### config.mk
export PLATFORM = sky130hd
export DESIGN_NAME = mult_share_sched
export DESIGN_NICKNAME = d
export VERILOG_FILES = /design/src/rtl/mult_share_sched.sv
export SDC_FILE = /design/constraint.sdc
export NUM_CORES = 1
export LEC_CHECK = 0
export ABC_AREA = 1
export CAP_MARGIN = 20
export CORE_MARGIN = 2
export CORE_UTILIZATION = 40
export DETAILED_ROUTE_END_ITERATION = 8
export GPL_TIMING_DRIVEN = 0
export PLACE_DENSITY = 0.67
export SLEW_MARGIN = 20
export SYNTH_ARGS = -nofsm -noshare
export SYNTH_HDL_FRONTEND = slang
export SYNTH_SLANG_ARGS = --single-unit
export TNS_END_PERCENT = 100
### constraint.sdc
create_clock -name clk -period 10 [get_ports clk]
set_input_delay 2 -clock clk [delete_from_list [all_inputs] [get_ports clk]]
set_output_delay 2 -clock clk [all_outputs]
set_load 0.05 [all_outputs]
### src/rtl/mult_share_sched.sv
// Purpose: round-robin time-sharing of one external pipelined multiplier
//          (normmult) among 4 channels. Each channel has its own coefficient register.
// Latency: MULT_LAT+1 clk edges from the transfer edge to res_valid.
// Backpressure: ack is combinational. It is withheld while en=0 or arst=1.
//               Ops already in flight always drain to a result.
// Ports: clk/arst clock and async reset; en/req/din/ack request side;
//        cfg_* coefficient writes; m_* shared multiplier; res_* result; busy.
module mult_share_sched #(
    parameter int MULT_LAT = 2
) (
    input  logic        clk,
    input  logic        arst,
    input  logic        en,
    input  logic [3:0]  req,
    input  logic [63:0] din,
    output logic [3:0]  ack,
    input  logic        cfg_we,
    input  logic [1:0]  cfg_addr,
    input  logic [15:0] cfg_data,
    output logic [15:0] m_din,
    output logic [15:0] m_coef,
    input  logic [15:0] m_dout,
    output logic        res_valid,
    output logic [1:0]  res_ch,
    output logic [15:0] res_data,
    output logic        busy
);
    localparam int NCH = 4;

    typedef struct packed {
        logic       vld;
        logic [1:0] ch;
    } tag_t;

    logic [1:0]  ptr_q, ptr_d;
    logic [15:0] coef_q [NCH];
    logic [15:0] m_din_q, m_coef_q;
    tag_t        tag0_q;              // tag aligned with the m_din/m_coef registers
    tag_t        pipe_q [MULT_LAT];   // follows the multiplier's internal stages
    logic        res_valid_q;
    logic [1:0]  res_ch_q;
    logic [15:0] res_data_q;

    logic        gnt;
    logic [1:0]  gnt_ch;
    logic [1:0]  cand;

    // Round-robin search starting at ptr_q, which holds (last granted + 1).
    always_comb begin
        gnt    = 1'b0;
        gnt_ch = ptr_q;
        cand   = ptr_q;
        if (!arst && en) begin
            for (int i = 0; i < NCH; i++) begin
                cand = ptr_q + i[1:0];
                if (!gnt && req[cand]) begin
                    gnt    = 1'b1;
                    gnt_ch = cand;
                end
            end
        end
    end

    assign ack   = gnt ? (4'b0001 << gnt_ch) : 4'b0000;
    assign ptr_d = gnt ? gnt_ch + 2'd1 : ptr_q;

    always_ff @(posedge clk or posedge arst) begin
        if (arst) begin
            ptr_q    <= 2'd0;
            m_din_q  <= 16'h0000;
            m_coef_q <= 16'h0000;
            tag0_q   <= '0;
            for (int i = 0; i < NCH; i++) coef_q[i] <= 16'h8000;
        end else begin
            ptr_q  <= ptr_d;
            tag0_q <= '{vld: gnt, ch: gnt_ch};
            if (gnt) begin
                m_din_q  <= din[{gnt_ch, 4'b0000} +: 16];
                // The table read uses the pre-edge value, so a simultaneous
                // write to the same channel takes effect on the next op.
                m_coef_q <= coef_q[gnt_ch];
            end
            if (cfg_we) coef_q[cfg_addr] <= cfg_data;
        end
    end

    always_ff @(posedge clk or posedge arst) begin
        if (arst) begin
            for (int i = 0; i < MULT_LAT; i++) pipe_q[i] <= '0;
            res_valid_q <= 1'b0;
            res_ch_q    <= 2'd0;
            res_data_q  <= 16'h0000;
        end else begin
            pipe_q[0] <= tag0_q;
            for (int i = 1; i < MULT_LAT; i++) pipe_q[i] <= pipe_q[i-1];
            res_valid_q <= pipe_q[MULT_LAT-1].vld;
            // Results with no valid tag are ignored, so only update on valid.
            if (pipe_q[MULT_LAT-1].vld) begin
                res_ch_q   <= pipe_q[MULT_LAT-1].ch;
                res_data_q <= m_dout;
            end
        end
    end

    always_comb begin
        busy = tag0_q.vld | res_valid_q;
        for (int i = 0; i < MULT_LAT; i++) busy = busy | pipe_q[i].vld;
    end

    assign m_din     = m_din_q;
    assign m_coef    = m_coef_q;
    assign res_valid = res_valid_q;
    assign res_ch    = res_ch_q;
    assign res_data  = res_data_q;
endmodule

==> impl_results.html <==
<table>
<tr><th>Metric</th><th>Value</th></tr>
<tr><th colspan="2">Run status</th></tr>
<tr><td>Result of the run</td><td>completed</td></tr>
<tr><th colspan="2">Synth</th></tr>
<tr><td>Netlist area before placement</td><td>0.006432 mm²</td></tr>
<tr><td>Synthesized area divided by synthesized cell count</td><td>7.385 µm²</td></tr>
<tr><td>Post-synthesis async set-or-reset flop share</td><td>100.0%</td></tr>
<tr><td>Area share of the largest cell type after synthesis</td><td>47.46%</td></tr>
<tr><td>Commonest cells in the netlist</td><td>sky130_fd_sc_hd__nand2_1, sky130_fd_sc_hd__nand3_1, sky130_fd_sc_hd__dfrtp_1</td></tr>
<tr><td>Syn_nets</td><td>977</td></tr>
<tr><td>Top cells by area in the synthesized netlist</td><td>sky130_fd_sc_hd__dfrtp_1, sky130_fd_sc_hd__nand2_1, sky130_fd_sc_hd__nand3_1, sky130_fd_sc_hd__o21ai_0, sky130_fd_sc_hd__clkbuf_1</td></tr>
<tr><td>Most numerous cell in the Yosys netlist</td><td>sky130_fd_sc_hd__nand2_1</td></tr>
<tr><td>Number of synthesis warnings</td><td>0</td></tr>
<tr><td>Commonest register cell after synthesis</td><td>sky130_fd_sc_hd__dfrtp_1</td></tr>
<tr><td>Number of flops mapped to enable cells by yosys</td><td>0</td></tr>
<tr><td>Sequential element share of the synthesized area</td><td>49.10%</td></tr>
<tr><td>Instance count of the mapped netlist</td><td>871</td></tr>
<tr><td>Cell accounting for the most synthesized area</td><td>sky130_fd_sc_hd__dfrtp_1</td></tr>
<tr><td>Netlist cell types</td><td>25</td></tr>
<tr><td>Number of storage elements in the synthesis netlist</td><td>126</td></tr>
<tr><th colspan="2">Timing</th></tr>
<tr><td>Rel. slew slack</td><td>59.29%</td></tr>
<tr><td>Fmax</td><td>136.5 MHz</td></tr>
<tr><td>Worst Tran Pin Value</td><td>0.6107 ns</td></tr>
<tr><td>Worst-case clock skew</td><td>0.005357 ns</td></tr>
<tr><td>Unrepaired setup endpoints after global routing</td><td>no</td></tr>
<tr><td>Worst hold-check slack</td><td>0.3465 ns</td></tr>
<tr><td>Post-route clock period utilization</td><td>73.26%</td></tr>
<tr><td>Final Critical Period</td><td>7.326 ns</td></tr>
<tr><td>Number of hold-slack violations in the final timing report</td><td>0</td></tr>
<tr><td>Max Slew Vio Count</td><td>0</td></tr>
<tr><td>Final setup violation count</td><td>0</td></tr>
<tr><td>Fin worst setup slack</td><td>2.674 ns</td></tr>
<tr><th colspan="2">Clock network</th></tr>
<tr><td>Number of setup buffers added after CTS</td><td>0</td></tr>
<tr><td>Clock slew at the register clock pins of the worst setup and hold paths</td><td>0.06 ns</td></tr>
<tr><td>Clock root buffer</td><td>sky130_fd_sc_hd__clkbuf_16</td></tr>
<tr><td>H-tree depth</td><td>4</td></tr>
<tr><td>TritonCTS clock tree</td><td>done</td></tr>
<tr><td>Total clock sinks</td><td>126</td></tr>
<tr><td>Clock Tree Buf Depth</td><td>2</td></tr>
<tr><td>Num CTS Buffers</td><td>17</td></tr>
<tr><td>Gates resized, CTS repair</td><td>0</td></tr>
<tr><td>Post-cts hold buffer count</td><td>0</td></tr>
<tr><td>Clock latency at the later pin of the worst-skew pair</td><td>0.43 ns</td></tr>
<tr><th colspan="2">Die</th></tr>
<tr><td>Core Region</td><td>0.01583 mm²</td></tr>
<tr><td>Die ar.</td><td>0.01711 mm²</td></tr>
<tr><td>I/O pin total</td><td>162</td></tr>
<tr><td>DIE HEIGHT</td><td>130.8 µm</td></tr>
<tr><td>Width of the die</td><td>130.8 µm</td></tr>
<tr><td># rows</td><td>46</td></tr>
<tr><td>Initial Util</td><td>40.64%</td></tr>
<tr><th colspan="2">Detailed routing</th></tr>
<tr><td>Number of optimization iterations in the first detailed-route pass</td><td>5</td></tr>
<tr><td>Antenna viol nets, final</td><td>0</td></tr>
<tr><td>Overall via count from detail_route</td><td>6,313</td></tr>
<tr><td>Wirelength, routed</td><td>19.05 mm</td></tr>
<tr><td>DRC violations left</td><td>0</td></tr>
<tr><td>Number of vias per cell</td><td>4.928</td></tr>
<tr><td>Wire length per cell after detailed routing</td><td>14.87 µm</td></tr>
<tr><td>Initial drt markers</td><td>512</td></tr>
<tr><th colspan="2">Power</th></tr>
<tr><td>Leakage power summed over all cells</td><td>0.004553 µW</td></tr>
<tr><td>Total internal power</td><td>1570 µW</td></tr>
<tr><td>Comb pwr share</td><td>50.2%</td></tr>
<tr><td>Power share of the clock group</td><td>23.4%</td></tr>
<tr><td>Switching power share of the total</td><td>44.71%</td></tr>
<tr><td>Maximum resistive drop on vdd</td><td>0.0001555 V</td></tr>
<tr><td>Part of the power in registers</td><td>26.3%</td></tr>
<tr><td>Switching pwr</td><td>1270 µW</td></tr>
<tr><td>Areal power density over the cells</td><td>315.9 mW/mm²</td></tr>
<tr><th colspan="2">Worst hold path</th></tr>
<tr><td>Worst Hold Path EP</td><td>pipe_q[4]</td></tr>
<tr><td>Hold_sp</td><td>tag0_q[1]</td></tr>
<tr><td>Class of the most critical hold timing path</td><td>reg2reg</td></tr>
<tr><td>Cell count of the worst hold path</td><td>0</td></tr>
<tr><th colspan="2">Finish</th></tr>
<tr><td>Sequential cell area</td><td>0.003158 mm²</td></tr>
<tr><td>Post-layout nets</td><td>1,158</td></tr>
<tr><td>Ant. Diodes</td><td>0</td></tr>
<tr><td>Layout overhead on the synthesized area</td><td>39.78%</td></tr>
<tr><td># fillers</td><td>1,523</td></tr>
<tr><td>Area of all placed cells without fillers</td><td>0.008991 mm²</td></tr>
<tr><td>Multi-input logic area</td><td>0.002839 mm²</td></tr>
<tr><td>Non-Filler Instances</td><td>1,281</td></tr>
<tr><td>Share of cells above drive strength 1</td><td>8.075%</td></tr>
<tr><th colspan="2">Worst setup path</th></tr>
<tr><td>Reg-to-reg endpoint</td><td>m_coef[13]</td></tr>
<tr><td>Worst setup path category</td><td>in2out</td></tr>
<tr><td>Arrival time at the worst endpoint</td><td>5.33 ns</td></tr>
<tr><td>Worst-case register-to-register setup slack</td><td>7.62 ns</td></tr>
<tr><td>Largest driver fanout on the critical path</td><td>70</td></tr>
<tr><td>Data required time of the critical path</td><td>8.00 ns</td></tr>
<tr><td>Startpoint of the worst-slack reg-to-reg timing path</td><td>ptr_q[1]</td></tr>
<tr><td>Worst setup path startpoint</td><td>arst</td></tr>
<tr><td>Startpoint Class</td><td>input pin</td></tr>
<tr><td>Category of the worst setup path capture point</td><td>output port</td></tr>
<tr><td>Worst Reg2Reg Path Length in Cells</td><td>15</td></tr>
<tr><th colspan="2">GRT</th></tr>
<tr><td>Maximum number of pins on one net before global-route repair</td><td>71</td></tr>
<tr><td>First-pass GRT wire length</td><td>30.46 mm</td></tr>
<tr><td>Number of global-route vias before repair</td><td>5,917</td></tr>
<tr><td>Global route total overflow</td><td>0</td></tr>
<tr><td>Overall global routing resource usage</td><td>23.03%</td></tr>
<tr><td>Initial antenna violation count</td><td>0</td></tr>
<tr><th colspan="2">Job</th></tr>
<tr><td>Max-Cap Viols</td><td>0</td></tr>
<tr><th colspan="2">Placed design</th></tr>
<tr><td>Quantity of I/O buffers inserted on ports</td><td>161</td></tr>
<tr><td>Placed cell count</td><td>1,249</td></tr>
<tr><td>RD Place Congestion</td><td>0.8607</td></tr>
<tr><td>Post-detailed-placement half-perimeter wirelength</td><td>13.60 mm</td></tr>
<tr><td>Area after DPL</td><td>0.008349 mm²</td></tr>
<tr><td>Worst setup slack after placement</td><td>2.600 ns</td></tr>
</table>
==> per-layer routing <==
metal  vias to the layer above  share of wire [%]  GRT usage, %  wire length [µm]
li1                       3157                  -             -                 -
met1                      2952                 46         31.42              8722
met2                       179                 48         36.83              9088
met3                        25                4.8         4.927               907
met4                         0                1.7         7.384               328
met5                         -                  0             0                 0
==> layout by cell type (no fill, tap or decap), types with 9 or more instances in the layout <==
cell type                           n
sky130_fd_sc_hd__clkbuf_1          33
sky130_fd_sc_hd__nand3_1          145
sky130_fd_sc_hd__dfrtp_1          122
sky130_fd_sc_hd__inv_1             24
sky130_fd_sc_hd__clkbuf_16         17
sky130_fd_sc_hd__o21ai_0           64
sky130_fd_sc_hd__nand2_1          419
sky130_fd_sc_hd__nand2_2            9
sky130_fd_sc_hd__clkdlybuf4s50_1  161
sky130_fd_sc_hd__buf_2             12
sky130_fd_sc_hd__buf_6             10
==> final cells by class <==
type / instances / area share, %
Inverter: 34 / 1.503
Multi-Input combinational cell: 655 / 31.58
Clock buffer: 20 / 5.079
Buffer: 56 / 3.423
Tap cell: 216 / 3.006
Timing Repair Buffer: 162 / 18.23
Sequential cell: 126 / 35.12
Clock inverter: 12 / 2.060
==> logic make-up after synthesis <==
kind of cell	Yosys count	synth area share, %
buffers and inverters	90	6.769
AND/OR/NAND/NOR	586	38.20
flip-flops	126	49.10
AO/OA/AOI/OAI	69	5.933
==> worst max path at each step <==
stage / slack [ns] / end
2_1_floorplan: 1.20 / ack[0]
3_3_place_gp: -0.88 / ack[0]
3_5_place_dp: 2.60 / ack[3]
4_1_cts: 2.60 / ack[3]
5_1_grt: 2.38 / ack[2]
6_report: 2.67 / ack[3]
==> worst max-delay path, stage by stage <==
cell and delay, ns:
sky130_fd_sc_hd__clkdlybuf4s50_1 0.50, sky130_fd_sc_hd__inv_8 0.33, sky130_fd_sc_hd__buf_16 0.35, sky130_fd_sc_hd__nand2_1 0.18, sky130_fd_sc_hd__nand2_1 0.11, sky130_fd_sc_hd__clkbuf_1 0.42
sky130_fd_sc_hd__nand2_1 0.21, sky130_fd_sc_hd__nor3_1 0.32, sky130_fd_sc_hd__clkdlybuf4s50_1 0.86
==> through the flow <==
stage	power (µW)	utilization, %	TNS, ns
5_1_grt	3024	56.81	0
3_5_place_dp	2181	52.75	0
4_1_cts	2855	56.81	0
3_3_place_gp	2166	52.53	-3.388
2_1_floorplan	1736	-	0
6_report	2840	56.81	0
==> state kept, by name, summed over array words and instances (netlist names) <==
name / cells
tag0_q: 3
ptr_q: 2
coef_q: 64
res_valid: 1
m_coef: 16
pipe_q: 6
m_din: 16
res_ch: 2
res_data: 16
==> power groups by stage <==
stage | Combinational [µW] | Clock, µW | Sequential [µW]
after floorplan | 668 | 0 | 1070
after global placement | 1420 | 0 | 750
after detailed placement | 1430 | 0 | 754
after CTS | 1430 | 675 | 747
after global routing | 1560 | 700 | 765
final | 1430 | 665 | 748
(Power assumes the default switching activity.)
==> variant: new RTL, config.mk and constraints unchanged <==
The parameter `MULT_LAT` goes from 2 to 1.
--- a/src/rtl/mult_share_sched.sv
+++ b/src/rtl/mult_share_sched.sv
@@ -6,7 +6,7 @@
 // Ports: clk/arst clock and async reset; en/req/din/ack request side;
 //        cfg_* coefficient writes; m_* shared multiplier; res_* result; busy.
 module mult_share_sched #(
-    parameter int MULT_LAT = 2
+    parameter int MULT_LAT = 1
 ) (
     input  logic        clk,
     input  logic        arst,
Function: changed (Yosys sat finds a counterexample within 4 cycles, from zero or initial values and one cycle with arst high).
==> variant against the original RTL <==
- sequential share of layout area shrank 0.36 points
- setup slack gained 330 ps
- area after synthesis shrank 1.4%
- cell count shrank 0.31%
- count of clock-buffer cells in the layout is the same
- routed wire length shrank 5.7%
- utilization shrank 0.37 points
- sequential cell count shrank 3
- fmax grew 4.7%
- die area shrank 1.4%
- cell area shrank 1.4%
- largest cell class unchanged
- total power shrank 2.4%
==> variant: results (changes against the original RTL) <==
stage,metric,value,unit,change
final_layout,layout cells sized above 1,7.45,%,-0.63 points
synth,compound-gate portion of the synthesized area,5.78,%,-0.15 points
placed_design,Placement Cell Area,8260,um2,-1.1%
placed_design,GPL Wtd Cong,0.888,,+3.1%
placed_design,Final HPWL DP,13200,um,-3.0%
global_routing,met2 usage,35.5,%,-1.3 points
synth,Syn Nets,974,,-0.31%
global_routing,global-route usage over all layers,21.8,%,-1.2 points
final_layout,Reg area,3080,um2,-2.4%
synth,Synth cell types,24,,-4.0%
detailed_routing,metal3 WL,875,um,-3.5%
pwr,Leak,4.51,nW,-1.0%
pwr,peak supply drop,0.179,mV,+15%
final_layout,Seq cells,123,,-2.4%
synth,"Avg Cell Area, Syn",7.31,um2,-1.1%
synth,synth top area cells,"dfrtp_1 (47%), nand2_1 (25%), nand3_1 (11%), o21ai_0 (5.1%), buf_6 (2.3%)",,
worst_setup_path,largest fanout on the critical path,50,,-29%
global_routing,met1 Use GR,29.6,%,-1.8 points
timing,Slew HR,61.6,%,+2.4 points
detailed_routing,wire length on met2,8480,um,-6.7%
placed_design,Inst Count DP,1246,,-0.24%
global_routing,number of global-route vias before repair,5771,,-2.5%
detailed_routing,DRT met1 WL,8290,um,-4.9%
status,outcome,completed,,
global_routing,met3 global-route usage,3.69,%,-1.2 points
synth,most frequent cells after synthesis,"nand2_1 (425), nand3_1 (145), dfrtp_1 (119)",,
detailed_routing,DR WL/cell,14.1,um,-5.4%
final_layout,# fillers,1453,,-4.6%
placed_design,dpl ws,2960,ps,+360 ps
final_layout,Signal buf overhead,22.2,%,+0.56 points
detailed_routing,Vias per Instance,4.90,,-0.56%
final_layout,multi-input gate share of total cell area,31.6,%,about the same
final_layout,"Clock buffers and inverters, area share",6.89,%,-0.25 points
timing,Clock Skews,5.74,ps,+0.386 ps
global_routing,global-route wire length before repair,28800,um,-5.4%
synth,post-synthesis sequential area ratio,48.6,%,-0.49 points
variant: changes by cell type in the layout (fill, tap and decap cells not counted), moves of 2 or more:
cell | before | now
clkinv_4 | 5 | 3
nand2_1 | 419 | 425
buf_2 | 12 | 9
o21ai_2 | 0 | 2
buf_6 | 10 | 13
o21ai_4 | 2 | 0
clkinv_2 | 1 | 4
dfrtp_1 | 122 | 119
clkbuf_1 | 33 | 30
nand2_2 | 9 | 3
variant: worst paths after layout:
check / startpoint / to / slack (ps) / cells past startpoint
setup reg to reg: ptr_q[1] / m_coef[1] / 7580 / 15
min in group asynchronous: arst / m_din[12] / 1990 / 2
hold reg to reg: tag0_q[1] / pipe_q[1] / 340 / 0
hold / removal: tag0_q[1] / pipe_q[1] / 340 / 0
max in group asynchronous: arst / coef_q[47] / 7260 / 3
setup / recovery: arst / ack[3] / 3000 / 8
variant: report_power, final:
group	switching [W]	internal, W
Clock	0.000219	0.000409
Combinational	0.000938	0.000476
Sequential	0.0000836	0.000648
Total	0.00124	0.00153
